==> src/rtl/ecc_81_err_stat.sv <==
// ecc_81_err_stat: output stage of the 81-bit ECC read path.
// Registers corrected data with a valid/ready handshake and keeps error statistics:
// saturating counters, first-error capture and a sticky interrupt.
// Build option: define ECC_STAT_SKID_EN to replace the single output register with a
// 2-entry skid buffer that has a registered in_rdy.
module ecc_81_err_stat #(
    parameter int unsigned DATA_WIDTH  = 81,
    parameter int unsigned ADDR_WIDTH  = 8,
    parameter int unsigned CNT_WIDTH   = 16,
    parameter int unsigned SBIT_THRESH = 255
) (
    input  logic                  clk,
    input  logic                  rst_n,
    input  logic                  in_vld,
    output logic                  in_rdy,
    input  logic [ADDR_WIDTH-1:0] in_addr,
    input  logic [DATA_WIDTH-1:0] in_data,
    input  logic                  in_sbit_err,
    input  logic                  in_dbit_err,
    input  logic                  in_ecc_fault,
    output logic                  out_vld,
    input  logic                  out_rdy,
    output logic [DATA_WIDTH-1:0] out_data,
    output logic                  out_dbit_err,
    input  logic                  stat_clr,
    output logic [CNT_WIDTH-1:0]  sbit_cnt,
    output logic [CNT_WIDTH-1:0]  dbit_cnt,
    output logic [CNT_WIDTH-1:0]  fault_cnt,
    output logic [ADDR_WIDTH-1:0] first_err_addr,
    output logic [1:0]            first_err_type,
    output logic                  err_irq
);

    localparam logic [CNT_WIDTH-1:0] LpThresh = CNT_WIDTH'(SBIT_THRESH);

    typedef enum logic {StIdle, StLocked} cap_state_e;

    logic w_accept;
    assign w_accept = in_vld & in_rdy;

`ifdef ECC_STAT_SKID_EN
    logic [1:0]                 r_cnt;
    logic [1:0]                 w_cnt_next;
    logic                       r_wr_ptr;
    logic                       r_rd_ptr;
    logic                       r_in_rdy;
    logic [1:0][DATA_WIDTH-1:0] r_mem_data;
    logic [1:0]                 r_mem_dbit;
    logic                       w_pop;

    assign in_rdy       = r_in_rdy;
    assign out_vld      = (r_cnt != 2'd0);
    assign out_data     = r_mem_data[r_rd_ptr];
    assign out_dbit_err = r_mem_dbit[r_rd_ptr];
    assign w_pop        = out_vld & out_rdy;

    // Occupancy after this cycle's push/pop
    always_comb begin
        w_cnt_next = r_cnt + {1'b0, w_accept} - {1'b0, w_pop};
    end

    // Two-entry FIFO; in_rdy registered from next occupancy so out_rdy never reaches it
    always_ff @(posedge clk or negedge rst_n) begin
        if (!rst_n) begin
            r_cnt      <= 2'd0;
            r_wr_ptr   <= 1'b0;
            r_rd_ptr   <= 1'b0;
            r_in_rdy   <= 1'b1;
            r_mem_data <= '0;
            r_mem_dbit <= '0;
        end else begin
            if (w_accept) begin
                r_mem_data[r_wr_ptr] <= in_data;
                r_mem_dbit[r_wr_ptr] <= in_dbit_err;
                r_wr_ptr             <= ~r_wr_ptr;
            end
            if (w_pop) begin
                r_rd_ptr <= ~r_rd_ptr;
            end
            r_cnt    <= w_cnt_next;
            r_in_rdy <= (w_cnt_next != 2'd2);
        end
    end
`else
    logic                  r_vld;
    logic [DATA_WIDTH-1:0] r_data;
    logic                  r_dbit;

    assign in_rdy       = ~r_vld | out_rdy;
    assign out_vld      = r_vld;
    assign out_data     = r_data;
    assign out_dbit_err = r_dbit;

    // Single pipeline register; data held while the consumer stalls
    always_ff @(posedge clk or negedge rst_n) begin
        if (!rst_n) begin
            r_vld  <= 1'b0;
            r_data <= '0;
            r_dbit <= 1'b0;
        end else if (w_accept) begin
            r_vld  <= 1'b1;
            r_data <= in_data;
            r_dbit <= in_dbit_err;
        end else if (out_rdy) begin
            r_vld <= 1'b0;
        end
    end
`endif

    logic [CNT_WIDTH-1:0]  r_sbit_cnt, r_dbit_cnt, r_fault_cnt;
    logic [CNT_WIDTH-1:0]  w_sbit_base, w_dbit_base, w_fault_base;
    logic [CNT_WIDTH-1:0]  w_sbit_next, w_dbit_next, w_fault_next;
    logic                  r_irq, w_irq_next, w_sbit_hit;
    logic [1:0]            w_type;
    cap_state_e            r_state, w_state_next;
    logic [ADDR_WIDTH-1:0] r_cap_addr, w_cap_addr_next;
    logic [1:0]            r_cap_type, w_cap_type_next;

    assign sbit_cnt       = r_sbit_cnt;
    assign dbit_cnt       = r_dbit_cnt;
    assign fault_cnt      = r_fault_cnt;
    assign err_irq        = r_irq;
    assign first_err_addr = r_cap_addr;
    assign first_err_type = r_cap_type;

    // Event classification, fault > dbit > sbit
    always_comb begin
        w_type = 2'b00;
        if (in_ecc_fault)     w_type = 2'b11;
        else if (in_dbit_err) w_type = 2'b10;
        else if (in_sbit_err) w_type = 2'b01;
    end

    // Counter and irq next state; a clear is applied before the same-cycle event
    always_comb begin
        w_sbit_base  = stat_clr ? '0 : r_sbit_cnt;
        w_dbit_base  = stat_clr ? '0 : r_dbit_cnt;
        w_fault_base = stat_clr ? '0 : r_fault_cnt;
        w_sbit_next  = w_sbit_base;
        w_dbit_next  = w_dbit_base;
        w_fault_next = w_fault_base;
        if (w_accept && in_sbit_err && (w_sbit_base != '1)) begin
            w_sbit_next = w_sbit_base + CNT_WIDTH'(1);
        end
        if (w_accept && in_dbit_err && (w_dbit_base != '1)) begin
            w_dbit_next = w_dbit_base + CNT_WIDTH'(1);
        end
        if (w_accept && in_ecc_fault && (w_fault_base != '1)) begin
            w_fault_next = w_fault_base + CNT_WIDTH'(1);
        end
        // Fire only on the step onto the threshold, not while parked there
        w_sbit_hit = (SBIT_THRESH != 0) && (w_sbit_next == LpThresh) &&
                     (w_sbit_next != w_sbit_base);
        w_irq_next = (stat_clr ? 1'b0 : r_irq) |
                     (w_accept & (in_dbit_err | in_ecc_fault)) | w_sbit_hit;
    end

    // Capture FSM next state: clear first, then a first error in IDLE locks the capture
    always_comb begin
        w_state_next    = stat_clr ? StIdle : r_state;
        w_cap_addr_next = stat_clr ? '0 : r_cap_addr;
        w_cap_type_next = stat_clr ? 2'b00 : r_cap_type;
        if ((w_state_next == StIdle) && w_accept && (w_type != 2'b00)) begin
            w_state_next    = StLocked;
            w_cap_addr_next = in_addr;
            w_cap_type_next = w_type;
        end
    end

    // Statistics state registers
    always_ff @(posedge clk or negedge rst_n) begin
        if (!rst_n) begin
            r_sbit_cnt  <= '0;
            r_dbit_cnt  <= '0;
            r_fault_cnt <= '0;
            r_irq       <= 1'b0;
            r_state     <= StIdle;
            r_cap_addr  <= '0;
            r_cap_type  <= 2'b00;
        end else begin
            r_sbit_cnt  <= w_sbit_next;
            r_dbit_cnt  <= w_dbit_next;
            r_fault_cnt <= w_fault_next;
            r_irq       <= w_irq_next;
            r_state     <= w_state_next;
            r_cap_addr  <= w_cap_addr_next;
            r_cap_type  <= w_cap_type_next;
        end
    end

endmodule

==> config.mk <==
export PLATFORM = sky130hd
export DESIGN_NAME = ecc_81_err_stat
export DESIGN_NICKNAME = d
export VERILOG_FILES = /design/src/rtl/ecc_81_err_stat.sv
export SDC_FILE = /design/constraint.sdc
export NUM_CORES = 1
export LEC_CHECK = 0
export ABC_AREA = 1
export CAP_MARGIN = 25
export CORE_MARGIN = 2
export CORE_UTILIZATION = 45
export CTS_BUF_LIST = sky130_fd_sc_hd__clkbuf_8 sky130_fd_sc_hd__clkbuf_16
export CTS_CLUSTER_SIZE = 14
export DETAILED_ROUTE_END_ITERATION = 6
export HOLD_SLACK_MARGIN = 0.15
export PLACE_DENSITY = 0.8
export SETUP_SLACK_MARGIN = 0.02
export SLEW_MARGIN = 20
export SYNTH_ARGS = -nofsm -noshare
export SYNTH_HDL_FRONTEND = slang
export SYNTH_SLANG_ARGS = --single-unit
==> constraint.sdc <==
create_clock -name clk -period 2.7 [get_ports clk]
set_input_delay 0.54 -clock clk [delete_from_list [all_inputs] [get_ports clk]]
set_output_delay 0.54 -clock clk [all_outputs]
set_load 0.1 [all_outputs]
# Word level (Yosys, flattened, before mapping)
# Cells that the tools add are included.
[op_classes]
add_sub_neg = 3
eq_ne = 5
mux = 18
bitwise_logic = 8
reduce_logical = 12
[op_table]
columns = ["cell", "n"]
rows = [
  ["2-to-1 mux 16 bit", 6],
  ["adder 16 x 1 -> 16 bit (second input constant)", 3],
  ["inequality test 16 bit (second input constant)", 3],
  ["equality test 16 x 8 -> 1 bit (second input constant)", 1],
  ["2-to-1 mux 8 bit", 2],
  ["inequality test 16 bit", 1],
  ["logical AND 1 bit", 9],
  ["2-to-1 mux 2 bit", 4],
  ["2-to-1 mux 1 bit", 6],
  ["nonzero test 2 bit", 3],
  ["OR 1 bit", 4],
  ["bitwise AND 1 bit", 2],
  ["inverter 1 bit", 2],
]
[word_totals]
ff_bits = 143
inputBits = 97
output_inout_bits = 143
wordCells = 56

# Depth between registers and ports, before layout
[depth]
depth_word = 9
depth_mapped = 22
mapped_depth_nobuf = 18

# Worst setup path after synthesis
# No wires, ideal clock.
[synth_timing]
kind = "register to register"
start = "register r_vld (netlist: out_vld)"
end = "register r_cap_addr[0] (netlist: first_err_addr[0])"
t_arrival_ns = 3.170
slack_ns = -0.552
path_stages_with_launch = 10
path_buffers = 1
path_cell_list = "dfrtp_1 nand2_1 nand2_1 inv_2 nand2_1 inv_1 o31ai_1 buf_2 nand3_1 o21ai_0"
[synth_between]
elab_chain_len = 6
word_cells_on_any_way = 7
classes_between = "mux (1); bitwise (3); reduce/logical (3)"
[synth_lines]
columns = ["item", "line_no", "source"]
rows = [
  ["start, declared", "85", "logic r_vld;"],
  ["start signal, assigned", "97", "r_vld <= 1'b0;"],
  ["start signal, assigned", "101", "r_vld <= 1'b1;"],
  ["start signal, assigned", "105", "r_vld <= 1'b0;"],
  ["inverter 1 bit (*)", "89", "assign in_rdy = ~r_vld | out_rdy;"],
  ["OR 1 bit (*)", "89", ""],
  ["named net in_rdy", "15", "output logic in_rdy,"],
  ["bitwise AND 1 bit (*)", "39", "assign w_accept = in_vld & in_rdy;"],
  ["logical AND 1 bit (*) (2 in a row)", "163", "if ((w_state_next == StIdle) && w_accept && (w_type != 2'b00)) begin"],
  ["2-to-1 mux 8 bit / nonzero test 2 bit (equally long branches)", "--", ""],
  ["end signal, assigned", "186", "r_cap_addr <= w_cap_addr_next;"],
  ["end, declared", "116", "logic [ADDR_WIDTH-1:0] r_cap_addr, w_cap_addr_next;"],
]
# The timed path passes the listed nets; every way through them passes the cells marked *.
# A chain may end at the register's enable or synchronous reset.

# Worst setup path after layout
[layout_timing]
start = "input stat_clr"
end = "register r_irq (netlist: err_irq)"
[layout_between]
elab_chain_len = 7
word_cells_on_any_way = 11
classes_between = "add/sub (1); eq/ne (3); mux (3); bitwise (2); reduce/logical (2)"
[layout_lines]
columns = ["item", "line_no", "source"]
rows = [
  ["start, declared", "25", "input logic stat_clr,"],
  ["parallel branches: the longest is 6 deep, another holds adder 16 x 1 -> 16 bit", "--", ""],
  ["OR 1 bit (*)", "155", "(w_accept & (in_dbit_err | in_ecc_fault)) | w_sbit_hit;"],
  ["named net w_irq_next", "113", "logic r_irq, w_irq_next, w_sbit_hit;"],
  ["end signal, assigned", "184", "r_irq <= w_irq_next;"],
  ["end, declared", "113", ""],
]
# Mark *: on every way through the listed nets, which the timed path passes.

==> impl_summary.log <==
INFO  metric initialDrtViolationCount = 432
INFO  metric reg_clk_slew_reported_paths = approximately 0.06 ns
INFO  metric synth.largest_area_cell = sky130_fd_sc_hd__dfrtp_1
INFO  metric grt.overflow.total = 0
INFO  metric pre_cts_ws = -0.144 ns
INFO  metric grt_pass1_wl = ~30 mm
INFO  metric die_height = approximately 130 um
INFO  metric synth.cell_area = approximately 6700 um^2
INFO  metric timing.critical_path.to_type = flop
INFO  metric clk-insertion-delay-late = ~0.42 ns
INFO  metric tritoncts = built
INFO  metric timing.final.crit_period = 2.50 ns
INFO  metric synth-seq-area-share = 53.1%
INFO  metric buffer_ports.inserted = 239
INFO  metric finalInstanceArea = between 9000 and 10000 um^2
INFO  metric powerDensity = approximately 750 nW/um^2
INFO  metric place_area = 9210 um^2
INFO  metric post-synth-top-area-fraction = between 50 and 60%
INFO  metric cts.repair_timing.setup_buffer_count = 0
INFO  metric period_share = between 90 and 100%
INFO  metric drt.antenna.violating_nets = 0
INFO  metric hold_class = flop to flop
INFO  metric worst_ep_arrival_time = between 2 and 3 ns
INFO  metric ir_worst_vdd = about 0.48 mV
INFO  metric clock-root-buffer = sky130_fd_sc_hd__clkbuf_16
INFO  metric criticalPathCategory = input pin to flop
INFO  metric nets = between 1000 and 1500
INFO  metric fmax = between 400 and 500 MHz
INFO  metric required = approximately 3.1 ns
INFO  metric floorplan.rows = 44
INFO  metric place.detailed.instances = around 1300
INFO  metric vias_per_cell = about 4.8
INFO  metric routed_wl = approximately 19 mm
INFO  metric dp_hpwl = 13.8 mm
INFO  metric synthToLayoutAreaGrowth = 45.2%
INFO  metric drc_errors = 0
INFO  metric route.detailed.wl_per_inst = between 10 and 15 um
INFO  metric synth-warning-count = 0
INFO  metric final_cell_mix = sky130_fd_sc_hd__nand2_1 (367), sky130_fd_sc_hd__buf_4 (182), sky130_fd_sc_hd__dfrtp_1 (142)
INFO  metric start_util = 46.2%
INFO  metric postSynthAreaPerCell = 8.05 um^2
INFO  metric hold-worst-slack = approximately 0.48 ns
INFO  metric syn_nets = 936
INFO  metric place_congestion = around 0.9
INFO  metric maxSlewViolCount = 0
INFO  metric layout.cells.most_common = sky130_fd_sc_hd__nand2_1
INFO  metric syn_inst = approximately 840
INFO  metric drtPass1Iterations = 5
INFO  metric antenna-diode-count = 0
INFO  metric tightestPinTransition = slightly above 0.8 ns
INFO  metric layout_skew = around 0.0054 ns
INFO  metric synth.top_cells.by_area = sky130_fd_sc_hd__dfrtp_1 (53%), sky130_fd_sc_hd__nand2_1 (21%), sky130_fd_sc_hd__inv_1 (4.4%)
INFO  metric i_o_pin_count = 240
INFO  metric timing.max_slew.rel_slack = 45.0%
INFO  metric fraction_of_final_layout_cells_sized_beyond_drive_strength_1 = between 20% and 30%
INFO  metric yosys.cell_types.count = 31
INFO  metric finalHoldViolCount = 0
INFO  metric reg2regPathDepth = 16
INFO  metric whs_path_depth = 2
INFO  metric clkSinkCount = 143
INFO  metric total_leakage_power = 5.09 nW
INFO  metric crit_fanout = 14
INFO  metric die_width = 126 um
INFO  metric cts_inserted_buffers = 17
INFO  metric postSynthRegisterBits = 143
INFO  metric grt_max_degree = 86
INFO  metric timing.critical_path.from_type = input pin
INFO  metric grt.total_usage = 23.7%
INFO  metric core_region_area = roughly 15000 um^2
INFO  metric drv.max_cap_violation_count = 0
INFO  metric max-clock-path-buffers = 2
INFO  metric status = finished, final reports clean
INFO  metric worst_slack = 0.203 ns
INFO  metric cts_max_level = 4
INFO  metric antenna_violations_before_repair = 0
INFO  metric die_area = between 15000 and 20000 um^2
INFO  metric fillCellCount = approximately 1200
INFO  metric dr_total_vias = roughly 6200
INFO  metric finalNonFillerCells = around 1300
INFO  metric vias_in_the_first_global_route = about 6000
INFO  metric rsz0062_at_grt = false
INFO  metric timing.final.setup_violations = 0
cell usage after synthesis:
cell                       count
sky130_fd_sc_hd__nor2_1       64
sky130_fd_sc_hd__nor4_1        1
sky130_fd_sc_hd__nor2_2        8
sky130_fd_sc_hd__nor3_4        1
sky130_fd_sc_hd__nor3_1        7
sky130_fd_sc_hd__xnor2_1      11
sky130_fd_sc_hd__inv_2         4
sky130_fd_sc_hd__o31ai_1       1
sky130_fd_sc_hd__nand2_1     369
sky130_fd_sc_hd__buf_4         2
sky130_fd_sc_hd__nor3_2        2
sky130_fd_sc_hd__xor2_1       24
sky130_fd_sc_hd__nand3b_1      3
sky130_fd_sc_hd__inv_1        79
sky130_fd_sc_hd__buf_6         5
sky130_fd_sc_hd__nand2_4       2
sky130_fd_sc_hd__dfrtp_1     143
sky130_fd_sc_hd__ha_1          3
sky130_fd_sc_hd__nand3_2       5
sky130_fd_sc_hd__nand2_2       6
sky130_fd_sc_hd__o21ai_2       1
sky130_fd_sc_hd__o21ai_4       1
sky130_fd_sc_hd__clkbuf_1     19
sky130_fd_sc_hd__nand3_1      40
sky130_fd_sc_hd__inv_6         1
sky130_fd_sc_hd__buf_12        2
sky130_fd_sc_hd__nand4_1       9
sky130_fd_sc_hd__o21ai_0      17
sky130_fd_sc_hd__a21oi_1       1
sky130_fd_sc_hd__buf_2         2
sky130_fd_sc_hd__nor2_4        3
per-layer routing:
metal	GRT usage, %	share of wire (%)	vias up
met5	0	0	-
met4	8.47	2.8	0
met3	7.51	7.3	39
li1	-	-	3079
met2	40.5	50	222
met1	28.3	40	2885
repair_timing:
item	CTS	global route
resized for setup	0	0
hold buffers	1	0
hold endpoints to repair	51	0
worst paths after layout:
path	start	endpoint	slack, ns
worst min register to register	out_data[52]$_DFFE_PN0N_	out_data[52]$_DFFE_PN0N_	0.48
min in group asynchronous	rst_n	dbit_cnt[0]$_DFF_PN0_	0.67
worst max register to register	sbit_cnt[1]$_DFF_PN0_	err_irq$_DFF_PN0_	0.49
worst max-delay path	stat_clr	err_irq$_DFF_PN0_	0.20
max in group asynchronous	rst_n	out_data[7]$_DFFE_PN0N_	1.40
worst min-delay path	out_data[52]$_DFFE_PN0N_	out_data[52]$_DFFE_PN0N_	0.48
kinds of logic (layout without fill, tap and decap cells):
family	Yosys count	count (layout)	synth area share, %
buf+inv	114	397	7.62
fa+ha+maj	3	3	0.557
compound gates	21	21	1.82
simple gates	520	520	32.3
xor+xnor	35	35	4.55
flops	143	143	53.1
report_power, final:
| group | switching [W] | total (W) | internal [W] | leakage (nW) |
|---|---|---|---|---|
| sequential | 0.000142 | 0.00250 | 0.00236 | 1.83 |
| combinational | 0.00207 | 0.00263 | 0.000563 | 3.00 |
| clock | 0.000902 | 0.00223 | 0.00132 | 0.262 |
| total | 0.00312 | 0.00736 | 0.00425 | 5.09 |
layout make-up:
type | instances | area, um^2 | area share [%]
well taps | 184 | 230 | 2.36
multi-input cells | 579 | 2650 | 27.1
flip-flops and latches | 143 | 3580 | 36.6
clock buffers | 20 | 467 | 4.77
clock inverters | 9 | 87.6 | 0.896
inverters | 84 | 320 | 3.28
repair buffers | 284 | 2440 | 24.9
stage by stage:
step / power, W / TNS (ns) / util (%)
6_report: 0.00736 / 0 / 67.0
5_1_grt: 0.00763 / 0 / 67.0
4_1_cts: 0.00741 / 0 / 67.0
3_5_place_dp: 0.00518 / -1.28 / 63.1
3_3_place_gp: 0.00515 / -0.715 / 63.1
2_1_floorplan: 0.00444 / 0 / -
worst max-delay path, stage by stage:
cell,delay (ns)
sky130_fd_sc_hd__clkdlybuf4s50_1,0.45
sky130_fd_sc_hd__buf_4,0.15
sky130_fd_sc_hd__inv_6,0.04
sky130_fd_sc_hd__nand2_1,0.08
sky130_fd_sc_hd__inv_1,0.05
sky130_fd_sc_hd__ha_1,0.20
sky130_fd_sc_hd__nand2_1,0.08
sky130_fd_sc_hd__nor2_2,0.05
sky130_fd_sc_hd__nand2_2,0.10
sky130_fd_sc_hd__nor2_2,0.05
sky130_fd_sc_hd__nor2_2,0.45
sky130_fd_sc_hd__nand2_1,0.10
sky130_fd_sc_hd__nand2_1,0.11
sky130_fd_sc_hd__nand2_1,0.06
sky130_fd_sc_hd__inv_1,0.04
sky130_fd_sc_hd__nand2_1,0.05
sky130_fd_sc_hd__nor2_1,0.10
sky130_fd_sc_hd__nand3_1,0.08
sky130_fd_sc_hd__nand2_1,0.06
registers in the layout, summed over array words and instances, names as in the netlist:
signal          cells
out_data           81
dbit_cnt           16
fault_cnt          16
sbit_cnt           16
first_err_addr      8
first_err_type      2
err_irq             1
out_dbit_err        1
out_vld             1
r_state             1
Note: power is estimated with default switching activity, not from simulation.
